**src/rtl/fir_mcm_pkg.sv**
```systemverilog
// Shared constants and elaboration-time helpers for the pipelined MCM FIR.
package fir_mcm_pkg;

  localparam int TAPS_MIN = 2;
  localparam int TAPS_MAX = 16;

  // c_0 sits in the low byte and is applied to the newest sample
  localparam logic [23:0] FIR_DEFAULT_COEFS = {8'sd97, 8'sd45, 8'sd23};

  // Full-precision output width: product width plus log2 growth of the sum
  function automatic int fir_out_w(int data_w, int coef_w, int taps);
    return data_w + coef_w + $clog2(taps);
  endfunction

  // Canonical signed digit of coefficient c at bit position pos.
  // Returns {neg, pos}: 2'b01 = +1, 2'b10 = -1, 2'b00 = 0.
  function automatic logic [1:0] csd_digit(int c, int pos);
    int v;
    logic [1:0] d;
    logic [1:0] dig;
    v = c;
    d = 2'b00;
    for (int i = 0; i <= pos; i++) begin
      dig = 2'b00;
      if (v[0]) begin
        if (v[1] == 1'b0) begin
          dig = 2'b01;
          v   = v - 1;
        end else begin
          dig = 2'b10;
          v   = v + 1;
        end
      end
      if (i == pos) d = dig;
      v = v >>> 1;
    end
    return d;
  endfunction

endpackage

```
**src/rtl/fir_mcm_pipe_if.sv**
```systemverilog
// Sample-in / result-out stream bundle with valid/ready on both sides.
interface fir_mcm_pipe_if
  import fir_mcm_pkg::*;
#(
  parameter int DATA_W = 12,
  parameter int OUT_W  = fir_out_w(DATA_W, 8, 3)
);
  logic signed [DATA_W-1:0] in_data;
  logic                     in_valid;
  logic                     in_ready;
  logic signed [OUT_W-1:0]  out_data;
  logic                     out_valid;
  logic                     out_ready;

  // Source/sink side: supplies samples, consumes results
  modport master (output in_data, in_valid, out_ready,
                  input  in_ready, out_data, out_valid);
  // Filter side
  modport slave  (input  in_data, in_valid, out_ready,
                  output in_ready, out_data, out_valid);
endinterface

```
**src/rtl/fir_mcm_pipe_mcm.sv**
```systemverilog
// Multiple-constant multiplier: every product c_k*x is built from CSD
// shift-add terms; each shifted copy of x is generated once and shared
// by all coefficients that have a non-zero digit at that position.
module mcm_shift_add
  import fir_mcm_pkg::*;
#(
  parameter int DATA_W = 12,
  parameter int COEF_W = 8,
  parameter int TAPS   = 3,
  parameter logic [TAPS*COEF_W-1:0] COEFS = FIR_DEFAULT_COEFS,
  parameter int OUT_W  = fir_out_w(DATA_W, COEF_W, TAPS)
) (
  input  logic signed [DATA_W-1:0]      x_i,
  output logic [TAPS-1:0][OUT_W-1:0]    prod_o
);
  // A signed COEF_W value needs at most COEF_W+1 CSD digits
  localparam int NPOS = COEF_W + 1;

  function automatic bit pos_used(int s);
    bit u;
    u = 1'b0;
    for (int k = 0; k < TAPS; k++)
      if (csd_digit(int'($signed(COEFS[k*COEF_W +: COEF_W])), s) != 2'b00) u = 1'b1;
    return u;
  endfunction

  // Shared shifted copies of the sign-extended sample, only where some tap needs them
  for (genvar s = 0; s < NPOS; s++) begin : g_sh
    if (pos_used(s)) begin : g_on
      logic [OUT_W-1:0] v;
      assign v = {{(OUT_W-DATA_W){x_i[DATA_W-1]}}, x_i} << s;
    end
  end

  for (genvar k = 0; k < TAPS; k++) begin : g_tap
    localparam int CK = int'($signed(COEFS[k*COEF_W +: COEF_W]));
    logic [NPOS-1:0][OUT_W-1:0] term;
    logic [OUT_W-1:0]           acc;

    for (genvar s = 0; s < NPOS; s++) begin : g_dig
      localparam logic [1:0] D = csd_digit(CK, s);
      if (D == 2'b01) begin : g_p
        assign term[s] = g_sh[s].g_on.v;
      end else if (D == 2'b10) begin : g_n
        assign term[s] = -g_sh[s].g_on.v;
      end else begin : g_z
        assign term[s] = '0;
      end
    end

    // Sum the signed digit terms of this coefficient
    always_comb begin
      acc = '0;
      for (int i = 0; i < NPOS; i++) acc = acc + term[i];
    end

    assign prod_o[k] = acc;
  end

endmodule

```
**src/rtl/fir_mcm_pipe.sv**
```systemverilog
// Two-stage transposed-form FIR: stage 1 registers all constant products of
// the accepted sample, stage 2 holds the transposed partial-sum chain and y.
// Both stages move together on adv, so a stalled output freezes everything.
module fir_mcm_pipe
  import fir_mcm_pkg::*;
#(
  parameter int DATA_W = 12,
  parameter int TAPS   = 3,
  parameter int COEF_W = 8,
  parameter logic [TAPS*COEF_W-1:0] COEFS = FIR_DEFAULT_COEFS,
  parameter int OUT_W  = fir_out_w(DATA_W, COEF_W, TAPS)
) (
  input  logic           clk,
  input  logic           rst,
  input  logic           clear,
  fir_mcm_pipe_if.slave  s
);

  if (TAPS < TAPS_MIN || TAPS > TAPS_MAX) begin : g_bad_taps
    $error("fir_mcm_pipe: TAPS=%0d outside %0d..%0d", TAPS, TAPS_MIN, TAPS_MAX);
  end
  if (OUT_W != fir_out_w(DATA_W, COEF_W, TAPS)) begin : g_bad_out_w
    $error("fir_mcm_pipe: OUT_W=%0d must equal %0d", OUT_W, fir_out_w(DATA_W, COEF_W, TAPS));
  end

  logic                           adv;
  logic [TAPS-1:0][OUT_W-1:0]     prod;
  logic [TAPS-1:0][OUT_W-1:0]     p_q;
  logic                           v1_q;
  logic                           v2_q;
  logic [TAPS-1:1][OUT_W-1:0]     z_q, z_d;
  logic [OUT_W-1:0]               y_q, y_d;

  // Pipeline moves whenever the output register is empty or being drained
  assign adv        = !v2_q || s.out_ready;
  assign s.in_ready = adv && !clear && !rst;
  assign s.out_data = y_q;
  assign s.out_valid = v2_q;

  mcm_shift_add #(
    .DATA_W (DATA_W),
    .COEF_W (COEF_W),
    .TAPS   (TAPS),
    .COEFS  (COEFS),
    .OUT_W  (OUT_W)
  ) u_mcm (
    .x_i    (s.in_data),
    .prod_o (prod)
  );

  // Transposed chain: each partial sum adds its product to the next one down
  always_comb begin
    z_d = '0;
    y_d = p_q[0] + z_q[1];
    for (int k = 1; k < TAPS-1; k++) z_d[k] = p_q[k] + z_q[k+1];
    z_d[TAPS-1] = p_q[TAPS-1];
  end

  // Stage 1: capture products of an accepted sample
  always_ff @(posedge clk) begin
    if (rst || clear) begin
      v1_q <= 1'b0;
    end else if (adv) begin
      v1_q <= s.in_valid;
      if (s.in_valid) p_q <= prod;
    end
  end

  // Stage 2: bubbles clear v2 but leave the delay line untouched
  always_ff @(posedge clk) begin
    if (rst || clear) begin
      v2_q <= 1'b0;
      z_q  <= '0;
      y_q  <= '0;
    end else if (adv) begin
      v2_q <= v1_q;
      if (v1_q) begin
        z_q <= z_d;
        y_q <= y_d;
      end
    end
  end

endmodule

```
**src/flat_wrapper.sv**
```systemverilog
// flat-port wrapper written by rule: the top's interface ports become plain ports
module fir_mcm_pipe_flat import fir_mcm_pkg::*;
#(
  parameter int DATA_W = 12,
  parameter int TAPS   = 3,
  parameter int COEF_W = 8,
  parameter logic [TAPS*COEF_W-1:0] COEFS = FIR_DEFAULT_COEFS,
  parameter int OUT_W  = fir_out_w(DATA_W, COEF_W, TAPS)
)
  (clk, rst, clear, s_in_data, s_in_valid, s_out_ready, s_in_ready, s_out_data, s_out_valid);
  fir_mcm_pipe_if #(.DATA_W(DATA_W), .OUT_W(OUT_W)) s_i ();
  input  logic clk;
  input  logic rst;
  input  logic clear;
  input wire logic [$bits(s_i.in_data)-1:0] s_in_data;
  input wire logic [$bits(s_i.in_valid)-1:0] s_in_valid;
  input wire logic [$bits(s_i.out_ready)-1:0] s_out_ready;
  output wire logic [$bits(s_i.in_ready)-1:0] s_in_ready;
  output wire logic [$bits(s_i.out_data)-1:0] s_out_data;
  output wire logic [$bits(s_i.out_valid)-1:0] s_out_valid;
  assign s_i.in_data = s_in_data;
  assign s_i.in_valid = s_in_valid;
  assign s_i.out_ready = s_out_ready;
  assign s_in_ready = s_i.in_ready;
  assign s_out_data = s_i.out_data;
  assign s_out_valid = s_i.out_valid;
  fir_mcm_pipe #(.DATA_W(DATA_W), .TAPS(TAPS), .COEF_W(COEF_W), .COEFS(COEFS), .OUT_W(OUT_W)) u_core (.clk(clk), .rst(rst), .clear(clear), .s(s_i));
endmodule
```
**config.mk**
```make
export PLATFORM = sky130hd
export DESIGN_NAME = fir_mcm_pipe_flat
export DESIGN_NICKNAME = d
export VERILOG_FILES = /design/src/rtl/fir_mcm_pkg.sv /design/src/rtl/fir_mcm_pipe_if.sv /design/src/rtl/fir_mcm_pipe_mcm.sv /design/src/rtl/fir_mcm_pipe.sv /design/src/flat_wrapper.sv
export SDC_FILE = /design/constraint.sdc
export NUM_CORES = 1
export LEC_CHECK = 0
export CAP_MARGIN = 25
export CORE_UTILIZATION = 48
export CTS_CLUSTER_SIZE = 28
export DETAILED_ROUTE_END_ITERATION = 8
export PLACE_DENSITY = 0.7
export SYNTH_ARGS = -nofsm -noshare
export SYNTH_HDL_FRONTEND = slang
export SYNTH_SLANG_ARGS = --single-unit
```
**constraint.sdc**
```tcl
create_clock -name clk -period 6.4 [get_ports clk]
set_clock_uncertainty 0.2 [all_clocks]
set_input_delay 1.28 -clock clk [delete_from_list [all_inputs] [get_ports clk]]
set_output_delay 1.28 -clock clk [all_outputs]
set_load 0.005 [all_outputs]
```
# Yosys cells after proc, flatten, opt, wreduce, memory -nomap -nowiden
# Index checks and enable logic that the tools add are counted.
# totals
regBits,134
latch_bits,0
ram_bits,0
romBits,0
output_inout_bits,24
memories,0
# op_classes
n_addsub,14
mul,0
div,0
magnitude_cmp,0
eq_ne,0
shift,0
n_mux,0
n_bitwise,1
reduce_logical,9
# op_table
cell,count
22-bit adder,9
22-bit negation,5
1-bit logical NOT,3
3-bit AND reduction,1
1-bit logical AND,2
1-bit logical OR,2
2-bit AND reduction,1
1-bit inverter,1

# Depth between registers and ports, before layout
# Gate-level depths: netlist (run 1).
# logic_depth
depth_word,4
depth_mapped,13
ltp_nobuf,13

# Modules after synthesis
# Synthesis (run 1) repeated with hierarchy kept, for this count alone.
# unflattened
cells_unflattened,1073
hier_area_um2,9997.1
# by_module_without_submodules
module,n_inst,cells_per_inst,area_each_um2
fir_mcm_pipe,1,646,6553.8
mcm_shift_add,1,427,3443.3

# Worst setup path after synthesis (run 1)
# OpenSTA, ideal clock, no wires.
# synth_timing
kind,input to register
startpoint,input clear
endpoint,"register u_core.p_q[10] in the netlist's numbering, enable pin"
setup_ns,0.428
arrival_ns,3.721
required_ns,5.772
path_slack_ns,2.051
cell_stages,4
n_path_buf,2
cell_sequence,nor2_1 > clkbuf_1 > buf_1 > and3_1
# synth_via
elab_chain_cells,3
# synth_lines
item,line,text
start: declaration,flat_wrapper.sv:14,input logic clear;
1-bit logical OR,fir_mcm_pipe.sv:61,if (rst || clear) begin
1-bit inverter (no source line),n/a,
3-bit AND reduction (no source line),n/a,
end signal: assignment,fir_mcm_pipe.sv:65,if (s.in_valid) p_q <= prod;
end: declaration,fir_mcm_pipe.sv:28,logic [TAPS-1:0][OUT_W-1:0] p_q;
# No other way between the ends.
# A chain may end at the register's enable or synchronous reset.

==> metrics.md, run 1 <==
| Metric | Value |
|---|---|
| Result of the run | complete, no violations |
| Count of antenna-violating nets left after detailed routing | 0 |
| Vias in the first global route | 7195 |
| CTS root buf | clkbuf_16 |
| Synthesized area per cell | 9.17 sq um |
| Filler instances | 1804 |
| Port bufs | 40 |
| Syn_nets | 1220 |
| # IOs | 41 |
| Area occupied by multi-input gates | 6040 sq um |
| Die width | 144 microns |
| Initial antenna violation count | 0 |
| CP dominant cell by count | inv_1 |
| CTS buffer count | 17 |
| FP Rows | 51 |
| Largest cells by area after synthesis | edfxtp_1 (19%), dfxtp_1 (14%), ha_1 (14%), fa_1 (8.0%), a21oi_1 (6.1%) |
| Crit path DAT | 4.98 ns |
| Nets | 1253 |
| CTS tree | built |
| FF/Latch Area | 3250 sq um |
| Final Cycle Share | 78.5% |
| Critical path class | input pin to flip-flop |
| RR Endpoint | u_core.s.out_data[16] |
| Min Tclk post-route | 5.02 ns |
| Synth area leader | edfxtp_1 |
| Post-CTS setup buffer count | 0 |
| Startpoint of the worst hold path | u_core.s.out_data[3] |
| CTS Hold Buffers Added | 0 |
| YS warnings | 0 |
| Crit path required time | 6.35 ns |
| Startpoint types | input pin |
| Post-DP Area | 10400 sq um |
| Core area | 19700 sq um |
| H-tree depth | 4 |
| Area grow syn2layout | 12.7% |
| Avg Vias per Cell | 5.50 |
| Worst-Margin Slew | 1.00 ns |
| RSZ-0062 raised after global routing | no |
| Gr usage total | 22.0% |
| Sequential area share after synthesis | 33.5% |
| Worst skew pair latency | 0.42 ns |
| Initial drt markers | 597 |
| Yosys reg bits | 131 |
| Ys async rst share | 0% |
| Hold Path Sink | u_core.s.out_data[3] |
| Synthesized area | 9700 sq um |
| Final Hold Fails | 0 |
| Final worst slack | 1.38 ns |
| HP Class | flip-flop to flip-flop |
| Pre-CTS setup slack | 0.980 ns |
| Die area | 20800 sq um |
| Main synth FF type | dfxtp_1 |
| Cell Chain, Critical Path | clkdlybuf4s50_1 -> inv_1 -> fa_1 -> inv_1 -> fa_1 -> inv_1 -> ha_1 -> nand2_1 -> nor2_1 -> o21ai_0 -> a31oi_1 -> o21ai_0 -> nand2b_1 -> a21oi_1 |
| Global-route wire length before repair | 35300 microns |
| R2r setup slk | 3.59 ns |
| Largest net degree at the start of global routing | 63 |
| Gpl congestion | 0.920 |
| Clock sinks | 131 |
| Cells after Synth | 1058 |
| Rel. slew slack | 32.9% |
| Crit path from | s_in_data[11] |
| Total gr overflow | 0 |
| Hold path cells | 2 |
| Ratio of cells with drive above 1 in the final layout | 4.99% |
| N_diodes | 0 |
| P_leak | 4.49 nW |
| CTS max path bufs | 2 |
| Post-synth EDFFs | 63 |
| Setup violators final | 0 |
| Commonest cells in the netlist | nand2_1 (125), a21oi_1 (118), ha_1 (106) |
| Worst R2R Start | u_core.p_q[44] |
| Fmax | 199 MHz |
| Crit end category | flip-flop |
| Power per cell area | 254 nW/um^2 |
| R2R depth | 10 |
| Hpwl dp | 16000 microns |
| Residual DRC count | 0 |
| Post-route design area | 10900 sq um |
| Die Height | 144 microns |
| Synth cell types | 68 |
| Total negative slack | 0 ns |
| Vias | 7525 |
| WL final | 21200 microns |
| CP max stage cell | clkdlybuf4s50_1 |
| Reg clk slew, reported paths | 0.06 ns |
| Initial core utilization | 49.4% |
| Largest stage delay, worst path | 0.73 ns |
| DR WL/cell | 15.5 microns |
| Top-area cell type share of the netlist area | 19.5% |
| Most common cell in the netlist | nand2_1 |
| DRT Pass-1 Iters | 5 |
| Post-CTS sizing | 0 |
| Critical path peak fanout | 13 |
| Max VDD drop | 0.157 mV |
| Max-slew violation count | 0 |
| Max_cap viols | 0 |
[logic make-up after synthesis]
logic type / count (synthesis) / share of synthesized area, %
and+or+nand+nor: 315 / 14.9
AOI/OAI and AO/OA: 289 / 19.4
adders and majority gates: 145 / 21.7
DFF: 131 / 33.5
buffers and inverters: 110 / 4.28
xor gates and xnor gates: 62 / 5.60
muxes: 6 / 0.619
[metal layers]
metal / global-route usage [%] / part of all wire, %
met5: 0 / 0
met4: 6.48 / 1.3
met3: 3.91 / 4.0
met2: 35.4 / 45
met1: 30.3 / 50
[where the power goes]
part / internal, mW / switching, mW / total (mW) / leakage [nW]
sequential: 0.966 / 0.0163 / 0.982 / 1.13
combinational: 0.344 / 0.511 / 0.855 / 3.09
clock: 0.602 / 0.338 / 0.941 / 0.277
[sequential cells by signal (all words and copies together) (netlist names)]
register            cells
u_core.p_q             63
u_core.s.out_data      22
u_core.s.out_valid      1
u_core.v1_q             1
u_core.z_q             44
[layout by cell type (no fill, tap or decap), types with 40 or more instances in the layout]
cell	n
a21oi_1	118
clkdlybuf4s50_1	40
dfxtp_1	68
edfxtp_1	63
ha_1	106
inv_1	78
nand2_1	124
nor2_1	72
o21ai_0	45
xnor2_1	42
[worst max path at each step]
stage                     end
2_1_floorplan  u_core.p_q[10]
3_3_place_gp   u_core.p_q[39]
3_5_place_dp   u_core.p_q[40]
4_1_cts        u_core.p_q[40]
5_1_grt        u_core.p_q[42]
6_report       u_core.p_q[40]
[stage by stage]
step	hold slack (ns)	instances	util (%)	total power, mW
after floorplan	0.232	1058	-	1.63
after global placement	0.239	1337	52.7	1.82
after detailed placement	0.247	1337	52.7	1.84
after CTS	0.253	1368	55.6	2.79
after global routing	0.265	1368	55.6	2.94
final	0.247	1368	55.6	2.78
[cell type report]
cell class / instances / share of cell area [%]
multi-input cells: 817 / 55.2
flip-flops and latches: 131 / 29.8
repair buffers: 45 / 4.01
clock buffers: 19 / 3.96
well taps: 265 / 3.03
inverters: 79 / 2.71
clock inverters: 12 / 1.28
[worst max-delay path, delay by kind of cell]
family	cells	cell delay [ns]
adder cells (fa/ha/maj)	3	1.51
AND/OR/NAND/NOR	3	0.32
buffers and inverters	4	1.27
AO/OA/AOI/OAI	4	0.59
(Power assumes the default switching activity.)
==> inputs of run 2 (changes only) <==
==> constraint.sdc (replaced) <==
create_clock -name clk -period 4.72 [get_ports clk]
set_clock_uncertainty 0.2 [all_clocks]
set_input_delay 0.944 -clock clk [delete_from_list [all_inputs] [get_ports clk]]
set_output_delay 0.944 -clock clk [all_outputs]
set_load 0.005 [all_outputs]
==> run 2 against run 1 <==
Compared with the run above: combinational power grew 39%; hold slack gained 0.0037 ns; first-iteration DRC count decreased by 19%; count of clock-buffer cells in the layout stayed put; sequential power up 35%; worst setup slack got worse by 0.87 ns; sequential cell count stayed put; global-route usage rose by 0.72 points; largest power group unchanged; highest routed layer unchanged.
==> metrics.md, run 2 (synthesis results as in run 1) <==
| Metric | Value |
|---|---|
| Result of the run | complete, no violations |
| RSZ-0062 raised after global routing | no |
| # IOs | 41 |
| Die area | 20800 sq um |
| Largest stage delay, worst path | 0.54 ns |
| Avg Vias per Cell | 5.48 |
| Total gr overflow | 0 |
| Commonest non-fill, non-tap cell in the layout | nand2_1 |
| Startpoint types | input pin |
| Max reg flops | 63 |
| CTS root buf | clkbuf_16 |
| Die Height | 144 microns |
| Port bufs | 40 |
| Post-route design area | 11100 sq um |
| Min Tclk post-route | 4.21 ns |
| Residual DRC count | 0 |
| CTS max path bufs | 2 |
| CP max stage cell | fa_1 |
| Rel. slew slack | 42.1% |
| Core area | 19700 sq um |
| Max_cap viols | 0 |
| N_diodes | 0 |
| Die width | 144 microns |
| Largest net degree at the start of global routing | 63 |
| Area grow syn2layout | 14.5% |
| Max-slew violation count | 0 |
| Filler instances | 1806 |
| Post-DP Area | 10600 sq um |
| Final Hold Fails | 0 |
| HP Class | flip-flop to flip-flop |
| Reg clk slew, reported paths | 0.06 ns |
| Final Cycle Share | 89.2% |
| Worst-Margin Slew | 0.847 ns |
| WL final | 22100 microns |
| Most frequent cells in the layout | nand2_1 (124), a21oi_1 (118), ha_1 (106), inv_1 (78), nor2_1 (72) |
| Min Hold Slack | 0.250 ns |
| Vias | 7665 |
| Initial antenna violation count | 0 |
| Fmax | 238 MHz |
| CTS Hold Buffers Added | 0 |
| Gpl congestion | 0.901 |
| CTS buffer count | 17 |
| DR WL/cell | 15.8 microns |
| Vias in the first global route | 7341 |
| Largest Register | u_core.p_q |
| CTS tree | built |
| Total negative slack | 0 ns |
| Crit path required time | 4.67 ns |
| Gr usage total | 22.8% |
| Nets | 1282 |
| Setup violators final | 0 |
| Ratio of cells with drive above 1 in the final layout | 7.86% |
| Worst skew pair latency | 0.42 ns |
| Critical path peak fanout | 5 |
| Tot Pwr | 3.69 mW |
| Crit end category | flip-flop |
| Max VDD drop | 0.187 mV |
| FP Rows | 51 |
| H-tree depth | 4 |
| Clock sinks | 131 |
| Post-CTS sizing | 0 |
| Hpwl dp | 16700 microns |
| Fin util | 56.5% |
| Count of antenna-violating nets left after detailed routing | 0 |
| Initial drt markers | 486 |
| Initial core utilization | 49.4% |
| P_leak | 4.60 nW |
| Global-route wire length before repair | 36700 microns |
| DRT Pass-1 Iters | 5 |
| Cell Chain, Critical Path | clkdlybuf4s50_1 -> inv_1 -> fa_1 -> fa_1 -> inv_1 -> ha_1 -> nand3_1 -> a21oi_1 -> o21ai_0 -> a31oi_1 -> o21ai_0 -> nand2b_1 -> a21oi_1 |
| Post-CTS setup buffer count | 0 |
| Crit path DAT | 4.16 ns |
| Critical path class | input pin to flip-flop |
| Power per cell area | 332 nW/um^2 |
## run 2: worst max-delay path: cells and delay by family
kind	cells	cell delay, ns
AND/OR/NAND/NOR	2	0.22
buffers and inverters	3	0.62
adder cells (fa/ha/maj)	3	1.41
AO/OA/AOI/OAI	5	0.97
## run 2: power by group
part | leakage (nW) | switching (mW) | internal (mW)
clock network | 0.245 | 0.497 | 0.666
registers | 1.13 | 0.0204 | 1.31
logic | 3.23 | 0.699 | 0.495
## run 2: cell type report
class,instances,area (sq um),area share [%]
clock buffers,19,433,3.90
clock inverters,13,88.8,0.800
inverters,79,297,2.67
multi-input cells,817,6040,54.4
flip-flops and latches,131,3250,29.3
well taps,265,332,2.98
repair buffers,74,668,6.01
## run 2: through the flow
stage	worst slack [ns]	cells
CTS	0.558	1398
floorplan	0.707	1058
detailed placement	0.0977	1366
global route	0.292	1398
global placement	0.203	1366
finish	0.511	1398
## run 2: metal layers
metal  routed length [microns]  up-vias  track usage, %
met3                       846       28            4.17
li1                          -     3903               -
met2                     10100      179            37.1
met1                     10800     3555            30.7
met5                         0        -               0
met4                       333        0            6.87
## run 2: final timing paths
| check | depth (start not counted) | startpoint | slack (ns) | endpoint |
|---|---|---|---|---|
| setup / recovery | 13 | s_in_data[1] | 0.51 | u_core.p_q[42] |
| hold reg to reg | 2 | u_core.s.out_data[15] | 0.25 | u_core.s.out_data[15] |
| setup reg to reg | 10 | u_core.p_q[44] | 1.82 | u_core.s.out_data[18] |
| hold / removal | 2 | u_core.s.out_data[15] | 0.25 | u_core.s.out_data[15] |
